[config.mk]
export PLATFORM = sky130hd
export DESIGN_NAME = pq_shift_sorter
export DESIGN_NICKNAME = d
export VERILOG_FILES = /design/src/rtl/pq_pkg.sv /design/src/rtl/pq_cell.sv /design/src/rtl/pq_shift_sorter.sv
export SDC_FILE = /design/constraint.sdc
export NUM_CORES = 1
export LEC_CHECK = 0
export CAP_MARGIN = 15
export CORE_MARGIN = 2
export CORE_UTILIZATION = 55
export DETAILED_ROUTE_END_ITERATION = 7
export GPL_TIMING_DRIVEN = 0
export PLACE_DENSITY = 0.72
export SYNTH_ARGS = -nofsm -noshare
export SYNTH_HDL_FRONTEND = slang
export SYNTH_HIERARCHICAL = 1
export SYNTH_SLANG_ARGS = --single-unit
[constraint.sdc]
create_clock -name clk -period 6.6 [get_ports clk]
set_input_delay 0.99 -clock clk [delete_from_list [all_inputs] [get_ports clk]]
set_output_delay 0.99 -clock clk [all_outputs]
set_load 0.01 [all_outputs]
[src/rtl/pq_pkg.sv]
// Shared types, reset constants and the ordering predicate for the shift-register priority queue.
// Key constants are declared at maximum width and sliced down by each user.
package pq_pkg;

    localparam int PQ_KEY_MAX_W = 64;
    localparam int PQ_VAL_MAX_W = 64;

    typedef logic [PQ_KEY_MAX_W-1:0] pq_key_t;
    typedef logic [PQ_VAL_MAX_W-1:0] pq_val_t;

    // Widest pair; the design narrows it with its own KEY_WIDTH/VAL_WIDTH struct.
    typedef struct packed {
        pq_key_t key;
        pq_val_t val;
    } pq_kv_max_t;

    localparam pq_key_t KEYINF = '1;
    localparam pq_key_t KEY0   = '0;
    localparam pq_val_t VAL0   = '0;

    typedef enum logic [1:0] {
        OP_IDLE,
        OP_ENQ,
        OP_DEQ,
        OP_REPL
    } pq_op_e;

    // Strict comparison so equal keys keep arrival order; an empty slot loses to anything.
    function automatic logic beats(input pq_key_t new_key,
                                   input pq_key_t slot_key,
                                   input logic    slot_vld,
                                   input logic    max_first);
        if (!slot_vld) begin
            return 1'b1;
        end
        return max_first ? (new_key > slot_key) : (new_key < slot_key);
    endfunction

endpackage

[src/rtl/pq_cell.sv]
// One priority-queue slot: valid + kv registers and the insert/shift/replace next-state mux.
// Single-cycle update; no backpressure of its own, the top only issues legal ops.
module pq_cell
    import pq_pkg::*;
#(
    parameter int KEY_WIDTH = 8,
    parameter int VAL_WIDTH = 8,
    parameter int MAX_FIRST = 0
) (
    input  logic                           clk,
    input  logic                           rst_n,
    input  pq_op_e                         op_i,
    input  logic                           head_i,
    input  logic [KEY_WIDTH+VAL_WIDTH-1:0] kvi_i,
    input  logic                           left_vld_i,
    input  logic [KEY_WIDTH+VAL_WIDTH-1:0] left_kv_i,
    input  logic                           right_vld_i,
    input  logic [KEY_WIDTH+VAL_WIDTH-1:0] right_kv_i,
    output logic                           vld_o,
    output logic [KEY_WIDTH+VAL_WIDTH-1:0] kv_o
);

    typedef struct packed {
        logic [KEY_WIDTH-1:0] key;
        logic [VAL_WIDTH-1:0] val;
    } kv_t;

    localparam logic MF = (MAX_FIRST != 0);
    localparam kv_t  RST_KV = '{
        key: MF ? KEY0[KEY_WIDTH-1:0] : KEYINF[KEY_WIDTH-1:0],
        val: VAL0[VAL_WIDTH-1:0]
    };

    kv_t  kvi, left_kv, right_kv;
    kv_t  kv_q, kv_d;
    logic vld_q, vld_d;
    logic b_self, b_left, b_right;

    assign kvi      = kv_t'(kvi_i);
    assign left_kv  = kv_t'(left_kv_i);
    assign right_kv = kv_t'(right_kv_i);

    assign b_self  = beats(pq_key_t'(kvi.key), pq_key_t'(kv_q.key), vld_q, MF);
    assign b_left  = beats(pq_key_t'(kvi.key), pq_key_t'(left_kv.key), left_vld_i, MF);
    assign b_right = beats(pq_key_t'(kvi.key), pq_key_t'(right_kv.key), right_vld_i, MF);

    always_comb begin
        vld_d = vld_q;
        kv_d  = kv_q;
        unique case (op_i)
            OP_ENQ: begin
                if (b_self) begin
                    if (head_i || !b_left) begin
                        vld_d = 1'b1;
                        kv_d  = kvi;
                    end else begin
                        vld_d = left_vld_i;
                        kv_d  = left_kv;
                    end
                end
            end
            OP_DEQ: begin
                vld_d = right_vld_i;
                kv_d  = right_kv;
            end
            // Replace = remove head, then insert: the new entry lands where the shifted run stops.
            OP_REPL: begin
                if (!b_right) begin
                    vld_d = right_vld_i;
                    kv_d  = right_kv;
                end else if (head_i || !b_self) begin
                    vld_d = 1'b1;
                    kv_d  = kvi;
                end
            end
            default: ;
        endcase
    end

    always_ff @(posedge clk or negedge rst_n) begin
        if (!rst_n) begin
            vld_q <= 1'b0;
            kv_q  <= RST_KV;
        end else begin
            vld_q <= vld_d;
            kv_q  <= kv_d;
        end
    end

    assign vld_o = vld_q;
    assign kv_o  = kv_q;

endmodule

[src/rtl/pq_shift_sorter.sv]
// Register-array priority queue: sorted slots, head at slot 0, enqueue/dequeue/replace per cycle.
// One-cycle latency, no bubbles; enq when full / deq when empty are dropped and flagged by ovf/unf.
module pq_shift_sorter
    import pq_pkg::*;
#(
    parameter int KEY_WIDTH = 8,
    parameter int VAL_WIDTH = 8,
    parameter int CAPACITY  = 15,
    parameter int MAX_FIRST = 0,
    parameter int CNT_W     = $clog2(CAPACITY + 1)
) (
    input  logic                           clk,
    input  logic                           rst_n,
    input  logic                           enq,
    input  logic                           deq,
    input  logic [KEY_WIDTH+VAL_WIDTH-1:0] kvi,
    output logic [KEY_WIDTH+VAL_WIDTH-1:0] kvo,
    output logic                           kvo_valid,
    output logic                           full,
    output logic                           empty,
    output logic [CNT_W-1:0]               count,
    output logic                           ovf,
    output logic                           unf
);

    localparam int KV_W = KEY_WIDTH + VAL_WIDTH;

    // Slot i lives at chain index i+1; indices 0 and CAPACITY+1 are permanently empty borders.
    logic [CAPACITY+1:0] chain_vld;
    logic [KV_W-1:0]     chain_kv [CAPACITY+2];

    pq_op_e          op;
    logic [CNT_W-1:0] count_q, count_d;
    logic            ovf_q, ovf_d;
    logic            unf_q, unf_d;

    assign full  = (count_q == CNT_W'(CAPACITY));
    assign empty = (count_q == '0);

    always_comb begin
        op = OP_IDLE;
        unique case ({enq, deq})
            2'b10:   if (!full)  op = OP_ENQ;
            2'b01:   if (!empty) op = OP_DEQ;
            2'b11:   op = empty ? OP_ENQ : OP_REPL;
            default: op = OP_IDLE;
        endcase
    end

    always_comb begin
        count_d = count_q;
        unique case (op)
            OP_ENQ:  count_d = count_q + CNT_W'(1);
            OP_DEQ:  count_d = count_q - CNT_W'(1);
            default: count_d = count_q;
        endcase
        ovf_d = enq && !deq && full;
        unf_d = deq && empty;
    end

    always_ff @(posedge clk or negedge rst_n) begin
        if (!rst_n) begin
            count_q <= '0;
            ovf_q   <= 1'b0;
            unf_q   <= 1'b0;
        end else begin
            count_q <= count_d;
            ovf_q   <= ovf_d;
            unf_q   <= unf_d;
        end
    end

    assign chain_vld[0]            = 1'b0;
    assign chain_kv[0]             = '0;
    assign chain_vld[CAPACITY+1]   = 1'b0;
    assign chain_kv[CAPACITY+1]    = '0;

    for (genvar i = 0; i < CAPACITY; i++) begin : g_slot
        pq_cell #(
            .KEY_WIDTH (KEY_WIDTH),
            .VAL_WIDTH (VAL_WIDTH),
            .MAX_FIRST (MAX_FIRST)
        ) u_cell (
            .clk         (clk),
            .rst_n       (rst_n),
            .op_i        (op),
            .head_i      (i == 0),
            .kvi_i       (kvi),
            .left_vld_i  (chain_vld[i]),
            .left_kv_i   (chain_kv[i]),
            .right_vld_i (chain_vld[i+2]),
            .right_kv_i  (chain_kv[i+2]),
            .vld_o       (chain_vld[i+1]),
            .kv_o        (chain_kv[i+1])
        );
    end

    assign kvo       = chain_kv[1];
    assign kvo_valid = chain_vld[1];
    assign count     = count_q;
    assign ovf       = ovf_q;
    assign unf       = unf_q;

endmodule

==> impl_summary.md <==
Placed design
The placed instance count is 3736. The number of buffers inserted by port buffering is 44. Once detailed placement completed, the half-perimeter wirelength came to 56700 um. The cell area after placement is 28000 sq um.

The worst setup slack after placement is 2360 ps. The routability-driven placement congestion ratio is 0.884.

Die
The initial utilization of the core area, before any placement, comes to 55.7%. From bottom edge to top edge, the die measures 221 um. The die footprint is 48800 sq um.

The x dimension of the die is 221 um. The number of rows created at floorplan is 79. The core region is 46500 sq um.

During I/O placement, the number of pins put on the boundary was 45.

Yosys
The share of synthesized flip-flops with an asynchronous set or reset is 100%. Counting flops and latches in the post-synthesis netlist gives 261. The number of enable flip-flop cells after synthesis is 0. After technology mapping, the gate count stands at 2952. The synthesized cell area is 25900 sq um. In this run, distinct cell masters in the synthesized netlist total 71.

Ranked by total cell area, the synthesized netlist is headed by ha_1, dfrtp_1, dfstp_2. The synthesis warning total is 6. The largest area contributor in the netlist is ha_1.

For this run, the leading register cell type out of synthesis is dfrtp_1. The post-synthesis area per instance is 8.77 sq um. The sequential cell area fraction in the yosys report is 25.8%. The synthesized design devotes to its leading area cell type 15.4% of total area.

Global routing
The initial antenna violation count came to 0. Global routing consumed, over all layers together, 32.1% of the routing resources. The largest net degree at the start of global routing is 120.

The first global-routing pass estimated 130000 um of wire. The via count of the first global-routing pass came to 24.6k. The total overflow reported by the global router is 0.

Final layout
The number of diodes added for antenna fixing is 0. The post-route netlist has 18.6% of its cells at a drive strength greater than 1. Excluding fillers, the count of instances in the completed layout stands at 3798. The post-layout net count is 3505. The share of the core filled with cells is 62.7%. From synthesis to final layout, the design area changed by 12.6%.

The filler cell count is 3930. The cell area after layout is 29100 sq um.

Power
Across the VDD grid, the largest voltage drop is 0.234 mV. The total power divided by cell area is 474 nW/um^2. The power after layout is 13.8 mW. In this run the static leakage power is 13.5 nW.

Drt
The total DRC errors in the routed layout is 0. For this run, the detailed router's first-pass iteration total came to 8. The DRC marker count from the first detailed-route iteration is 2206.

The total wire length is 80900 um. The mean routed wirelength per cell is 21.3 um. The remaining number of nets flagged by the antenna check after routing is 0. The final route contains 24.5k vias. After detailed routing, the number of vias per cell comes to 6.45.

Setup path
The number of cells on the worst reg-to-reg path is 11. Data on the critical path arrives at its endpoint at 4150 ps. The critical path goes through clkdlybuf4s50_1 > o21ai_0 > inv_4 > buf_16 > nor2b_1 > o21ai_0 > a21oi_1 > or2_2 > a41oi_4 > buf_6 > mux2_2. STA classifies the critical path endpoint as a register. In this design, the critical path's most frequently occurring cell is o21ai_0. For this run, the slowest stage of the critical path takes 450 ps.

The data required time of the critical path is 7010 ps. The worst-case register-to-register setup slack is 3120 ps. For this design, the slowest cell found on the critical path is clkdlybuf4s50_1. The worst setup path is of the input port to register kind.

The critical path launch point type is an input port. The startpoint identified for the worst register-to-register timing path is count[0]$_DFFE_PN0P_. Along the worst path, the maximum fanout reaches 68.

In this run the critical register-to-register path is captured at g_slot[9].u_cell/kv_o[4]$_DFFE_PN0P_.

Timing
Static timing analysis puts the maximum clock frequency at 0.267 GHz. The clock period minus worst slack is 3740 ps. Setup repair after global routing left no endpoint under its margin. The actual transition at the worst max-transition pin is 943 ps.

The number of max-slew violations in the final report came to 0. Across all hold checks on the routed design, the worst slack comes to 279 ps. The setup clock skew after layout is 33.1 ps.

The final setup violation count is 0. The hold violation count in the final report is 0. The final critical path takes up 56.7% of the cycle. The worst pin sits at a relative slew slack of 36.7%. The final total negative setup slack is 0 ps. The worst setup slack after layout is 2860 ps.

Clocking
The TritonCTS clock tree is built. The register clock-pin slew on the reported worst setup and hold paths is 60 ps. The number of buffers inserted by hold repair at cts is 0. The insertion delay of the later-clocked pin in the worst-skew pair is 540 ps. The root buffer cell is clkbuf_16.

Buffers inserted during clock tree synthesis total 34. The total setup buffers inserted after CTS is 0. The H-tree level count is 2. In this run the deepest clock path goes through 3 buffers. The clock sink count is 261. The number of resized instances in the post-cts repair step is 0.

Status
The flow ran to the end, and the final reports show no timing, DRC or antenna violations.

Job
Max-cap violations in this run came to 0.

Worst hold path
The min-delay analysis places its worst path in the category input port to asynchronous set/reset pin.
registers in the layout, summed over array words and instances (netlist names):
register	cells
g_slot.u_cell/kv_o	240
g_slot.u_cell/vld_o	15
count	4
ovf	1
unf	1
Yosys cell counts (5+ instances only):
| library cell | n |
|---|---|
| mux2i_1 | 24 |
| buf_2 | 28 |
| clkbuf_1 | 23 |
| a22oi_1 | 195 |
| nor2_1 | 241 |
| a221o_1 | 13 |
| buf_6 | 29 |
| ha_1 | 318 |
| nand3_1 | 31 |
| o32a_1 | 13 |
| a31oi_1 | 212 |
| nor3b_1 | 16 |
| nand2_1 | 261 |
| a211o_1 | 10 |
| and3_1 | 40 |
| clkinv_1 | 13 |
| a2bb2oi_2 | 13 |
| o221ai_1 | 43 |
| nor2b_1 | 8 |
| mux2_4 | 5 |
| or3_1 | 14 |
| buf_12 | 15 |
| o32ai_1 | 14 |
| a22oi_2 | 13 |
| dfstp_2 | 120 |
| nand4_1 | 31 |
| a21o_1 | 13 |
| o2111a_1 | 13 |
| o22ai_1 | 15 |
| a311oi_1 | 26 |
| a2111o_1 | 15 |
| o21ai_0 | 135 |
| inv_1 | 365 |
| a21oi_1 | 62 |
| a2111oi_2 | 13 |
| mux2_2 | 218 |
| a211oi_1 | 28 |
| mux2_1 | 13 |
| nand2b_1 | 69 |
| dfrtp_1 | 141 |
| buf_4 | 39 |
cell usage in the layout (no fill, tap or decap), drive strengths merged, types with 16 or more instances in the layout:
master | Yosys | final
clkdlybuf4s50 | 0 | 35
a2111oi | 16 | 16
a211oi | 28 | 28
nor2 | 241 | 241
a22oi | 208 | 208
nand2b | 71 | 71
nand2 | 261 | 261
clkinv | 13 | 21
inv | 365 | 367
o221ai | 43 | 43
clkbuf | 25 | 75
a31oi | 212 | 212
and3 | 40 | 40
conb | 2 | 114
a311oi | 26 | 26
o21ai | 135 | 135
ha | 318 | 318
dfstp | 120 | 120
nand4 | 31 | 31
mux2 | 236 | 236
buf | 112 | 142
dfrtp | 141 | 141
nor3b | 16 | 16
a21oi | 63 | 63
mux2i | 25 | 25
nand3 | 31 | 31
area by class of cell:
cell class	instances	area, sq um	area share (%)
plain buffers	137	1160	3.99
multi-input cells	2288	17000	58.5
flip-flops and latches	261	6680	22.9
well taps	607	759	2.61
inverters	378	1420	4.88
repair buffers	66	968	3.32
clock inverters	12	129	0.442
clock buffers	49	977	3.35
how the worst max path moves through the flow:
stage | start | to | slack [ps]
after floorplan | deq | g_slot[0].u_cell/kv_o[11]$_DFFE_PN1P_ | 200
after global placement | rst_n | g_slot[8].u_cell/kv_o[4]$_DFFE_PN0P_ | -6890
after detailed placement | deq | g_slot[9].u_cell/kv_o[2]$_DFFE_PN0P_ | 2360
after CTS | deq | g_slot[9].u_cell/kv_o[4]$_DFFE_PN0P_ | 2910
after global routing | deq | g_slot[9].u_cell/kv_o[4]$_DFFE_PN0P_ | 2730
final | deq | g_slot[9].u_cell/kv_o[4]$_DFFE_PN0P_ | 2860
critical path, delay by kind of cell:
family	cells	cell delay, ps
mux	1	350
compound gates	4	1020
buf+inv	4	1200
simple gates	2	520
routing by layer:
| layer | global-route usage [%] | vias to the layer above | wire (um) |
|---|---|---|---|
| li1 | - | 11200 | - |
| met1 | 41.7 | 11900 | 33600 |
| met2 | 54.4 | 1113 | 38700 |
| met3 | 4.18 | 229 | 6020 |
| met4 | 12.0 | 0 | 2540 |
| met5 | 0 | - | 0 |
report_power, final:
group | switching [mW] | internal [mW] | total (mW)
Sequential | 1.43 | 2.77 | 4.19
Combinational | 4.10 | 3.66 | 7.76
Clock | 0.755 | 1.11 | 1.87
kinds of logic (layout without fill, tap and decap cells):
family,Yosys count,after routing,share of synthesized area (%)
buffers and inverters,515,642,9.97
adder cells (fa/ha/maj),319,319,15.5
multiplexers,261,261,11.4
XOR/XNOR,2,2,0.0677
AO/OA/AOI/OAI,864,864,24.5
flip-flops,261,261,25.8
AND/OR/NAND/NOR,728,728,12.8
other,2,114,0.0290
(Power assumes the default switching activity.)
